===== src/rtl/tp_pkg.sv =====
// rtl/tp_pkg.sv - shared constants, state encoding and byte-swap helper for the test-port capture block
package tp_pkg;

    localparam logic [29:0] TEST_PORT    = 30'h3FF;
    localparam logic [31:0] BEGIN_SYMBOL = 32'h00000168;
    localparam logic [31:0] END_SYMBOL   = 32'hFFFFFD5D;

    localparam int INDEX_W = 10;
    localparam int ENTRY_W = 32 + INDEX_W;

    typedef enum logic [1:0] {
        ST_IDLE  = 2'b00,
        ST_ARMED = 2'b01,
        ST_DONE  = 2'b10
    } state_e;

    // D-side bus is little-endian; symbols and captured words are compared big-endian.
    function automatic logic [31:0] bswap32(input logic [31:0] w);
        return {w[7:0], w[15:8], w[23:16], w[31:24]};
    endfunction

endpackage


===== src/rtl/tp_write_capture_if.sv =====
// rtl/tp_write_capture_if.sv - D-side write snoop, captured-word stream and status bundle
interface tp_write_capture_if;

    logic [29:0] addr;
    logic [31:0] data;
    logic        wen;
    logic        out_valid;
    logic        out_ready;
    logic [31:0] out_data;
    logic [9:0]  out_index;
    logic        armed;
    logic        done;
    logic [15:0] duration;
    logic        overflow;
    logic [7:0]  drop_count;

    modport master (
        output addr, data, wen, out_ready,
        input  out_valid, out_data, out_index, armed, done, duration, overflow, drop_count
    );

    modport slave (
        input  addr, data, wen, out_ready,
        output out_valid, out_data, out_index, armed, done, duration, overflow, drop_count
    );

endinterface


===== src/rtl/tp_fifo.sv =====
// rtl/tp_fifo.sv - first-word-fall-through capture buffer; accepts a push into a full buffer when a pop happens the same cycle
module tp_fifo #(
    parameter int DEPTH = 8,
    parameter int WIDTH = 42
) (
    input  logic             clk,
    input  logic             rst,
    input  logic             push_i,
    input  logic [WIDTH-1:0] push_data_i,
    input  logic             pop_i,
    output logic [WIDTH-1:0] pop_data_o,
    output logic             valid_o,
    output logic             full_o
);

    localparam int AW = $clog2(DEPTH);
    localparam logic [AW:0] FULL_CNT = (AW + 1)'(DEPTH);

    logic [WIDTH-1:0] mem_q [DEPTH];
    logic [AW-1:0]    wr_ptr_q;
    logic [AW-1:0]    rd_ptr_q;
    logic [AW:0]      count_q;
    logic             do_push;
    logic             do_pop;

    assign valid_o    = (count_q != '0);
    assign full_o     = (count_q == FULL_CNT);
    assign do_pop     = pop_i && valid_o;
    assign do_push    = push_i && (!full_o || do_pop);
    // Head is masked when empty so the stream reads zero after reset.
    assign pop_data_o = valid_o ? mem_q[rd_ptr_q] : '0;

    always_ff @(posedge clk) begin
        if (do_push) begin
            mem_q[wr_ptr_q] <= push_data_i;
        end
    end

    always_ff @(posedge clk) begin
        if (rst) begin
            wr_ptr_q <= '0;
            rd_ptr_q <= '0;
            count_q  <= '0;
        end else begin
            if (do_push) begin
                wr_ptr_q <= wr_ptr_q + 1'b1;
            end
            if (do_pop) begin
                rd_ptr_q <= rd_ptr_q + 1'b1;
            end
            case ({do_push, do_pop})
                2'b10:   count_q <= count_q + 1'b1;
                2'b01:   count_q <= count_q - 1'b1;
                default: count_q <= count_q;
            endcase
        end
    end

endmodule


===== src/rtl/tp_write_capture.sv =====
// rtl/tp_write_capture.sv - snoops D-side writes to the test port and streams the words framed by begin/end symbols
module tp_write_capture #(
    parameter logic [29:0] TEST_PORT    = tp_pkg::TEST_PORT,
    parameter logic [31:0] BEGIN_SYMBOL = tp_pkg::BEGIN_SYMBOL,
    parameter logic [31:0] END_SYMBOL   = tp_pkg::END_SYMBOL,
    parameter int          FIFO_DEPTH   = 8
) (
    input  logic clk,
    input  logic rst,
    tp_write_capture_if.slave bus
);

    import tp_pkg::*;

    state_e              state_q;
    logic                armed_q;
    logic                done_q;
    logic                wen_q;
    logic [INDEX_W-1:0]  index_q,    index_d;
    logic [15:0]         duration_q, duration_d;
    logic                overflow_q, overflow_d;
    logic [7:0]          drop_q,     drop_d;

    logic [31:0]         swapped;
    logic                event_w;
    logic                push_req;
    logic                pop;
    logic                drop;
    logic                fifo_valid;
    logic                fifo_full;
    logic [ENTRY_W-1:0]  fifo_dout;

    assign swapped  = bswap32(bus.data);
    // Edge-detect on wen so a stalled store held for many cycles counts once.
    assign event_w  = bus.wen && !wen_q && (bus.addr == TEST_PORT);
    assign push_req = event_w && (state_q == ST_ARMED);
    assign pop      = fifo_valid && bus.out_ready;
    assign drop     = push_req && fifo_full && !pop;

    tp_fifo #(
        .DEPTH (FIFO_DEPTH),
        .WIDTH (ENTRY_W)
    ) u_fifo (
        .clk         (clk),
        .rst         (rst),
        .push_i      (push_req),
        .push_data_i ({swapped, index_q}),
        .pop_i       (bus.out_ready),
        .pop_data_o  (fifo_dout),
        .valid_o     (fifo_valid),
        .full_o      (fifo_full)
    );

    always_ff @(posedge clk) begin
        if (rst) begin
            state_q <= ST_IDLE;
            armed_q <= 1'b0;
            done_q  <= 1'b0;
        end else begin
            case (state_q)
                ST_IDLE: begin
                    if (event_w && swapped == BEGIN_SYMBOL) begin
                        state_q <= ST_ARMED;
                        armed_q <= 1'b1;
                    end
                end
                ST_ARMED: begin
                    // Terminates even when the end word itself is dropped.
                    if (push_req && swapped == END_SYMBOL) begin
                        state_q <= ST_DONE;
                        armed_q <= 1'b0;
                        done_q  <= 1'b1;
                    end
                end
                default: begin
                    state_q <= state_q;
                end
            endcase
        end
    end

    always_comb begin
        index_d    = index_q;
        duration_d = duration_q;
        overflow_d = overflow_q;
        drop_d     = drop_q;
        if (push_req) begin
            index_d = index_q + 1'b1;
        end
        if (state_q == ST_ARMED && duration_q != 16'hFFFF) begin
            duration_d = duration_q + 1'b1;
        end
        if (drop) begin
            overflow_d = 1'b1;
            if (drop_q != 8'hFF) begin
                drop_d = drop_q + 1'b1;
            end
        end
    end

    always_ff @(posedge clk) begin
        if (rst) begin
            wen_q      <= 1'b0;
            index_q    <= '0;
            duration_q <= '0;
            overflow_q <= 1'b0;
            drop_q     <= '0;
        end else begin
            wen_q      <= bus.wen;
            index_q    <= index_d;
            duration_q <= duration_d;
            overflow_q <= overflow_d;
            drop_q     <= drop_d;
        end
    end

    assign bus.out_valid  = fifo_valid;
    assign bus.out_data   = fifo_dout[ENTRY_W-1:INDEX_W];
    assign bus.out_index  = fifo_dout[INDEX_W-1:0];
    assign bus.armed      = armed_q;
    assign bus.done       = done_q;
    assign bus.duration   = duration_q;
    assign bus.overflow   = overflow_q;
    assign bus.drop_count = drop_q;

endmodule


===== src/flat_wrapper.sv =====
// flat-port wrapper written by rule: the top's interface ports become plain ports
module tp_write_capture_flat import tp_pkg::*;
#(
    parameter logic [29:0] TEST_PORT    = tp_pkg::TEST_PORT,
    parameter logic [31:0] BEGIN_SYMBOL = tp_pkg::BEGIN_SYMBOL,
    parameter logic [31:0] END_SYMBOL   = tp_pkg::END_SYMBOL,
    parameter int          FIFO_DEPTH   = 8
)
  (clk, rst, bus_addr, bus_data, bus_wen, bus_out_ready, bus_out_valid, bus_out_data, bus_out_index, bus_armed, bus_done, bus_duration, bus_overflow, bus_drop_count);
  tp_write_capture_if bus_i ();
  input  logic clk;
  input  logic rst;
  input wire logic [$bits(bus_i.addr)-1:0] bus_addr;
  input wire logic [$bits(bus_i.data)-1:0] bus_data;
  input wire logic [$bits(bus_i.wen)-1:0] bus_wen;
  input wire logic [$bits(bus_i.out_ready)-1:0] bus_out_ready;
  output wire logic [$bits(bus_i.out_valid)-1:0] bus_out_valid;
  output wire logic [$bits(bus_i.out_data)-1:0] bus_out_data;
  output wire logic [$bits(bus_i.out_index)-1:0] bus_out_index;
  output wire logic [$bits(bus_i.armed)-1:0] bus_armed;
  output wire logic [$bits(bus_i.done)-1:0] bus_done;
  output wire logic [$bits(bus_i.duration)-1:0] bus_duration;
  output wire logic [$bits(bus_i.overflow)-1:0] bus_overflow;
  output wire logic [$bits(bus_i.drop_count)-1:0] bus_drop_count;
  assign bus_i.addr = bus_addr;
  assign bus_i.data = bus_data;
  assign bus_i.wen = bus_wen;
  assign bus_i.out_ready = bus_out_ready;
  assign bus_out_valid = bus_i.out_valid;
  assign bus_out_data = bus_i.out_data;
  assign bus_out_index = bus_i.out_index;
  assign bus_armed = bus_i.armed;
  assign bus_done = bus_i.done;
  assign bus_duration = bus_i.duration;
  assign bus_overflow = bus_i.overflow;
  assign bus_drop_count = bus_i.drop_count;
  tp_write_capture #(.TEST_PORT(TEST_PORT), .BEGIN_SYMBOL(BEGIN_SYMBOL), .END_SYMBOL(END_SYMBOL), .FIFO_DEPTH(FIFO_DEPTH)) u_core (.clk(clk), .rst(rst), .bus(bus_i));
endmodule

===== config.mk =====
export PLATFORM = sky130hd
export DESIGN_NAME = tp_write_capture_flat
export DESIGN_NICKNAME = d
export VERILOG_FILES = /design/src/rtl/tp_pkg.sv /design/src/rtl/tp_write_capture_if.sv /design/src/rtl/tp_fifo.sv /design/src/rtl/tp_write_capture.sv /design/src/flat_wrapper.sv
export SDC_FILE = /design/constraint.sdc
export NUM_CORES = 1
export LEC_CHECK = 0
export CAP_MARGIN = 10
export CORE_ASPECT_RATIO = 1.75
export CORE_UTILIZATION = 45
export DETAILED_ROUTE_END_ITERATION = 10
export PLACE_DENSITY_LB_ADDON = 0.05
export SETUP_SLACK_MARGIN = 0.05
export SYNTH_ARGS = -nofsm -noshare
export SYNTH_HDL_FRONTEND = slang
export SYNTH_HIERARCHICAL = 1
export SYNTH_SLANG_ARGS = --single-unit

===== constraint.sdc =====
create_clock -name clk -period 22.9 [get_ports clk]
set_clock_uncertainty 0.1 [all_clocks]
set_input_delay 3.435 -clock clk [delete_from_list [all_inputs] [get_ports clk]]
set_output_delay 3.435 -clock clk [all_outputs]
set_load 0.02 [all_outputs]

# Word level (Yosys, flattened, before mapping)
# Memories as Yosys holds them, arrays and structs flattened. A register that Yosys moved wholly into a read port is not among the register bits.
# Index checks and enable logic that the tools add are counted.
# Widths: inputs -> output; s select.
[totals] ff_bits=50 ramBits=336 mem_count=1 output_inout_bits=70 word_cells=63
[mem_list] memory="u_core.u_fifo.mem_q" words=8 width=42 rd=1 rd_clocked_by_memory_dff=1 write_ports=1 line_no="tp_fifo.sv:19" text="logic [WIDTH-1:0] mem_q [DEPTH];"
[op_classes] n_addsub=7 n_reduce_logical=21 n_mux=12 n_eq_ne=11
[ops] op="$mux 42" count=1
[ops] op="$eq 32x32->1 const B" count=1
[ops] op="$eq 32x9->1 const B" count=1
[ops] op="$eq 30x10->1 const B" count=1
[ops] op="$add 16x1->16 const B" count=1
[ops] op="$ne 16x16->1 const B" count=1
[ops] op="$add 10x1->10 const B" count=1
[ops] op="$logic_and 1x1->1" count=10
[ops] op="$add 8x1->8 const B" count=1
[ops] op="$ne 8x8->1 const B" count=1
[ops] op="$pmux 4 s2" count=1
[ops] op="$add 3x1->3 const B" count=2
[ops] op="$mux 3" count=2
[ops] op="$add 4x1->4 const B" count=1
[ops] op="$eq 2x1->1 const B" count=2
[ops] op="$eq 4x4->1 const B" count=1
[ops] op="$mux 1" count=4
[ops] op="$mux 2" count=2
[ops] op="$ne 2x1->1 const B" count=2
[ops] op="$pmux 2 s2" count=1
[ops] op="$reduce_and 2->1" count=2
[ops] op="$reduce_bool 2->1" count=2
[ops] op="$reduce_bool 4->1" count=1
[ops] op="$sub 4x1->4 const B" count=1
[ops] op="other kinds (6)" count=8

# Longest topological paths before layout
[logic_depth] word_depth=7 depth_mapped=14 depth_no_buf=11

# Modules after synthesis
# The synthesis kept the hierarchy.
[modules_own_cells] mod="tp_fifo" n_inst=1 area_per_inst_um2=13485.4 cells_per_inst=616 seq_area_each_um2=10349.9
[modules_own_cells] mod="tp_write_capture" n_inst=1 area_per_inst_um2=2063.2 cells_per_inst=244 seq_area_each_um2=780.7

# Worst setup path after synthesis
# OpenSTA, ideal clock, no wires.
[synth_timing] path_type="input-to-reg" from="input port bus_addr[11]" to="memory u_core.u_fifo.mem_q[0][0], enable pin" arrival_time_ns=9.487 path_stages=9 setup_slack_ns=12.767 required_ns=22.254 cell_sequence="or4b_1 -> or4_1 -> buf_2 -> or3_4 -> buf_6 -> inv_1 -> buf_2 -> o21ai_4 -> nor4_1"
[synth_between] elab_chain_len=6
[synth_lines] element="start, declared" line_no="flat_wrapper.sv:13" text="input wire logic [$bits(bus_i.addr)-1:0] bus_addr;"
[synth_lines] element="$eq 30x10->1" line_no="tp_write_capture.sv:35" text="assign event_w = bus.wen && !wen_q && (bus.addr == TEST_PORT);"
[synth_lines] element="$logic_and 1x1->1" line_no="tp_write_capture.sv:35"
[synth_lines] element="$logic_and 1x1->1" line_no="tp_write_capture.sv:36" text="assign push_req = event_w && (state_q == ST_ARMED);"
[synth_lines] element="named net u_core.push_req" line_no="tp_write_capture.sv:26" text="logic push_req;"
[synth_lines] element="$logic_and 1x1->1" line_no="tp_fifo.sv:29" text="assign do_push = push_i && (!full_o || do_pop);"
[synth_lines] element="$mux 1" line_no="tp_fifo.sv:34" text="if (do_push) begin"
[synth_lines] element="$mux 1 (implied by the code)" line_no="tp_fifo.sv:35" text="mem_q[wr_ptr_q] <= push_data_i;"
[synth_lines] element="end, declared" line_no="tp_fifo.sv:19"
# The timed path passes the listed nets, and every way through them passes these cells.

# Worst setup path after layout
[layout_timing] from="input port bus_addr[11]" to="memory u_core.u_fifo.mem_q[4][4], enable pin"
# The elaborated chain is that of the path after synthesis.

==> summary.md <==
| Metric | Value |
|---|---|
| Outcome | complete, no violations |
| Width of the die | 143 um |
| Share of synthesized registers carrying an async set or reset | 0 |
| Area Growth Syn to Fin | 19.4% |
| Synth Flop Type | sky130_fd_sc_hd__edfxtp_1 |
| First-pass GRT wire length | 50700 um |
| Number of antenna violations at the first check in global routing | 0 |
| Global placer's final weighted congestion | 0.735 |
| Data required time at the worst endpoint | 22.95 ns |
| Critical Path Start Type | primary input |
| Setup crit end kind | register |
| HPWL after detailed placement | 19900 um |
| Initial DRC count | 433 |
| Hold Worst Slack | 0.383 ns |
| EDFF count, synth | 336 |
| Total length of routed wires | 32800 um |
| Layout Cell Area excl Fill | 18600 sq um |
| Pleak | 5.78 nW |
| Buffer count from post-CTS setup fixing | 0 |
| Fin crit share | 0.306 |
| Sum Neg Setup Slack | 0 ns |
| Number of vias in the routed layout | 8142 |
| Post-synthesis cell count | 860 |
| Slew Viols, Final | 0 |
| All-layer global routing usage | 0.196 |
| Top-area cell type share of the netlist area | 0.649 |
| Source-to-sink clock delay at the later pin of the worst-skew pair | 0.53 ns |
| CTS hold repair buffers | 0 |
| Number of setup violations in the final report | 0 |
| Largest net degree at the start of global routing | 62 |
| Root buffer cell | sky130_fd_sc_hd__clkbuf_16 |
| Maximum capacitance violations | 0 |
| Power Dens Cells | 95.8 nW/um^2 |
| RSZ-0062 raised after global routing | no |
| Number of buffers created by CTS | 36 |
| Maximum achievable frequency | 143 MHz |
| Dominant cell by count in the synthesized netlist | sky130_fd_sc_hd__edfxtp_1 |
| Effective utilization at floorplan | 0.459 |
| Port Buffer Count | 135 |
| Routed wire per std cell | 22.0 um |
| Via count of the first global-routing pass | 8671 |
| Post-synthesis instance area | 15500 sq um |
| Proportion of layout cells with a drive suffix above 1 | 0.180 |
| Buffer depth of the longest clock path | 3 |
| CTS tree | built |
| CTS clk-pin slew, worst paths | 0.07 ns |
| Number of placed I/O pins | 136 |
| Number of remaining DRC errors | 0 |
| Rel. slew slack | 0.375 |
| Part of the Yosys area used for sequential elements | 0.716 |
| Seq cells post-synth | 388 |
| Total Die Area | 35300 sq um |
| Worst IR Drop VDD | 54.3 uV |
| # nets final | 1085 |
| H-tree lvl count | 2 |
| Number of gates resized after cts | 0 |
| Number of unique standard cell types used by synthesis | 57 |
| Per-cell via count in the routed design | 5.45 |
| Synth cell count leaders | sky130_fd_sc_hd__edfxtp_1 (336), sky130_fd_sc_hd__mux4_2 (84), sky130_fd_sc_hd__nor2_1 (82), sky130_fd_sc_hd__dfxtp_1 (52), sky130_fd_sc_hd__mux2i_1 (46) |
| Clock Sink Count | 388 |
| Post-route non-filler standard cell count | 1493 |
| Synth area leader | sky130_fd_sc_hd__edfxtp_1 |
| Syn Area/Cell | 18.1 sq um |
| Pin slew with the least headroom to its limit | 0.938 ns |
| Critical path arrival | 7.06 ns |
| Type of the worst setup path | in -> reg |
| Congestion Overflow GR | 0 |
| Biggest area contributors in the synthesized netlist | sky130_fd_sc_hd__edfxtp_1 (65%), sky130_fd_sc_hd__mux4_2 (12%), sky130_fd_sc_hd__dfxtp_1 (6.7%) |
| Final period demand of the worst path | 7.01 ns |
| Maximum fanout along the worst path | 42 |
| Post-synthesis net count | 934 |
| Post-placement cell area | 17400 sq um |
| N_diodes | 0 |
| Worst min-delay path category | reg -> reg |
| Floorplan row count | 89 |
| Vert. Die Dim | 248 um |
| Count of final hold-check violations | 0 |
| Number of warnings printed during yosys synthesis | 6 |
| First-pass DRT Iterations | 5 |
| ANT nets after route | 0 |
| Area of the placeable core | 33900 sq um |
| Number of placed instances, taps included | 1428 |
-- layout make-up --
type                            count  area [sq um]
Clock inverter                     19           150
Tap cell                          455           569
Clock buffer                       46           980
Multi-Input combinational cell    422          4200
Timing Repair Buffer              155          1500
Sequential cell                   388         11100
Inverter                            8          30.0
Fill cell                        2745         15300
-- power by group --
part	internal, mW	total [mW]	leakage, nW	switching, mW
Sequential	0.770	0.791	3.60	0.0211
Clock	0.327	0.579	0.553	0.252
Combinational	0.196	0.410	1.62	0.214
Total	1.29	1.78	5.78	0.487
-- stage by stage --
step                utilization  setup WS, ns  power, mW
floorplan                     -         12.77       1.07
global placement          0.515         15.37       1.23
detailed placement        0.515         15.33       1.23
CTS                       0.548         15.78       1.81
global route              0.548         15.64       1.86
finish                    0.548         15.89       1.78
-- critical path: stages --
cell and delay [ns]:
sky130_fd_sc_hd__clkdlybuf4s50_1 0.39, sky130_fd_sc_hd__or4b_1 0.50, sky130_fd_sc_hd__or4_1 0.63, sky130_fd_sc_hd__or3_4 0.47
sky130_fd_sc_hd__inv_1 0.40, sky130_fd_sc_hd__o211ai_1 0.43, sky130_fd_sc_hd__nor3_2 0.20, sky130_fd_sc_hd__buf_4 0.57
-- sequential cells by signal, summed over array words and instances (netlist names), named ones only --
register                cells
u_core/wen_q                1
u_core/bus.overflow         1
u_core/bus.drop_count       8
u_core/u_fifo/mem_q       336
u_core/u_fifo/rd_ptr_q      3
u_core/index_q             10
u_core/state_q              2
u_core/bus.done             1
u_core/u_fifo/count_q       4
u_core/u_fifo/wr_ptr_q      3
u_core/bus.duration        16
-- worst paths after layout --
kind                            slack [ns]  cells past startpoint                 from                         to
worst max register to register       19.26                      7         u_core/wen_q  u_core/u_fifo/mem_q[4][4]
worst min-delay path                  0.38                      2  u_core/bus.overflow        u_core/bus.overflow
worst max-delay path                 15.89                      8         bus_addr[11]  u_core/u_fifo/mem_q[4][4]
worst min register to register        0.38                      2  u_core/bus.overflow        u_core/bus.overflow
-- layout by cell type, fill, tap and decap left out, types with 5 or more instances in the layout --
| cell type | count |
|---|---|
| sky130_fd_sc_hd__a211oi_1 | 5 |
| sky130_fd_sc_hd__a21oi_1 | 17 |
| sky130_fd_sc_hd__buf_4 | 20 |
| sky130_fd_sc_hd__clkbuf_1 | 7 |
| sky130_fd_sc_hd__clkbuf_16 | 37 |
| sky130_fd_sc_hd__clkdlybuf4s50_1 | 134 |
| sky130_fd_sc_hd__clkinv_1 | 6 |
| sky130_fd_sc_hd__clkinv_2 | 7 |
| sky130_fd_sc_hd__dfxtp_1 | 49 |
| sky130_fd_sc_hd__edfxtp_1 | 336 |
| sky130_fd_sc_hd__ha_1 | 7 |
| sky130_fd_sc_hd__inv_1 | 7 |
| sky130_fd_sc_hd__mux2i_1 | 46 |
| sky130_fd_sc_hd__mux4_2 | 84 |
| sky130_fd_sc_hd__nand2_1 | 20 |
| sky130_fd_sc_hd__nand2b_1 | 6 |
| sky130_fd_sc_hd__nand3_1 | 14 |
| sky130_fd_sc_hd__nand3b_1 | 5 |
| sky130_fd_sc_hd__nand4_1 | 14 |
| sky130_fd_sc_hd__nor2_1 | 79 |
| sky130_fd_sc_hd__nor2b_1 | 5 |
| sky130_fd_sc_hd__nor3_1 | 6 |
| sky130_fd_sc_hd__nor4_1 | 14 |
| sky130_fd_sc_hd__o21ai_0 | 6 |
| sky130_fd_sc_hd__or3_1 | 7 |
| sky130_fd_sc_hd__xnor2_1 | 17 |
| sky130_fd_sc_hd__xor2_1 | 6 |
-- cell families after synthesis --
| group | share of synthesized area |
|---|---|
| adders and majority gates | 0.00692 |
| xor gates and xnor gates | 0.0130 |
| DFF | 0.716 |
| buffers and inverters | 0.0174 |
| and+or+nand+nor | 0.0694 |
| muxes | 0.153 |
| AOI/OAI and AO/OA | 0.0240 |
-- per-layer routing --
metal / global-route usage / share of wire / vias to the layer above
li1: - / - / 3740
met1: 0.224 / 0.38 / 4177
met2: 0.368 / 0.55 / 172
met3: 0.0293 / 0.035 / 53
met4: 0.0712 / 0.028 / 0
met5: 0 / 0 / -
Power figures use the tool's default switching activity.
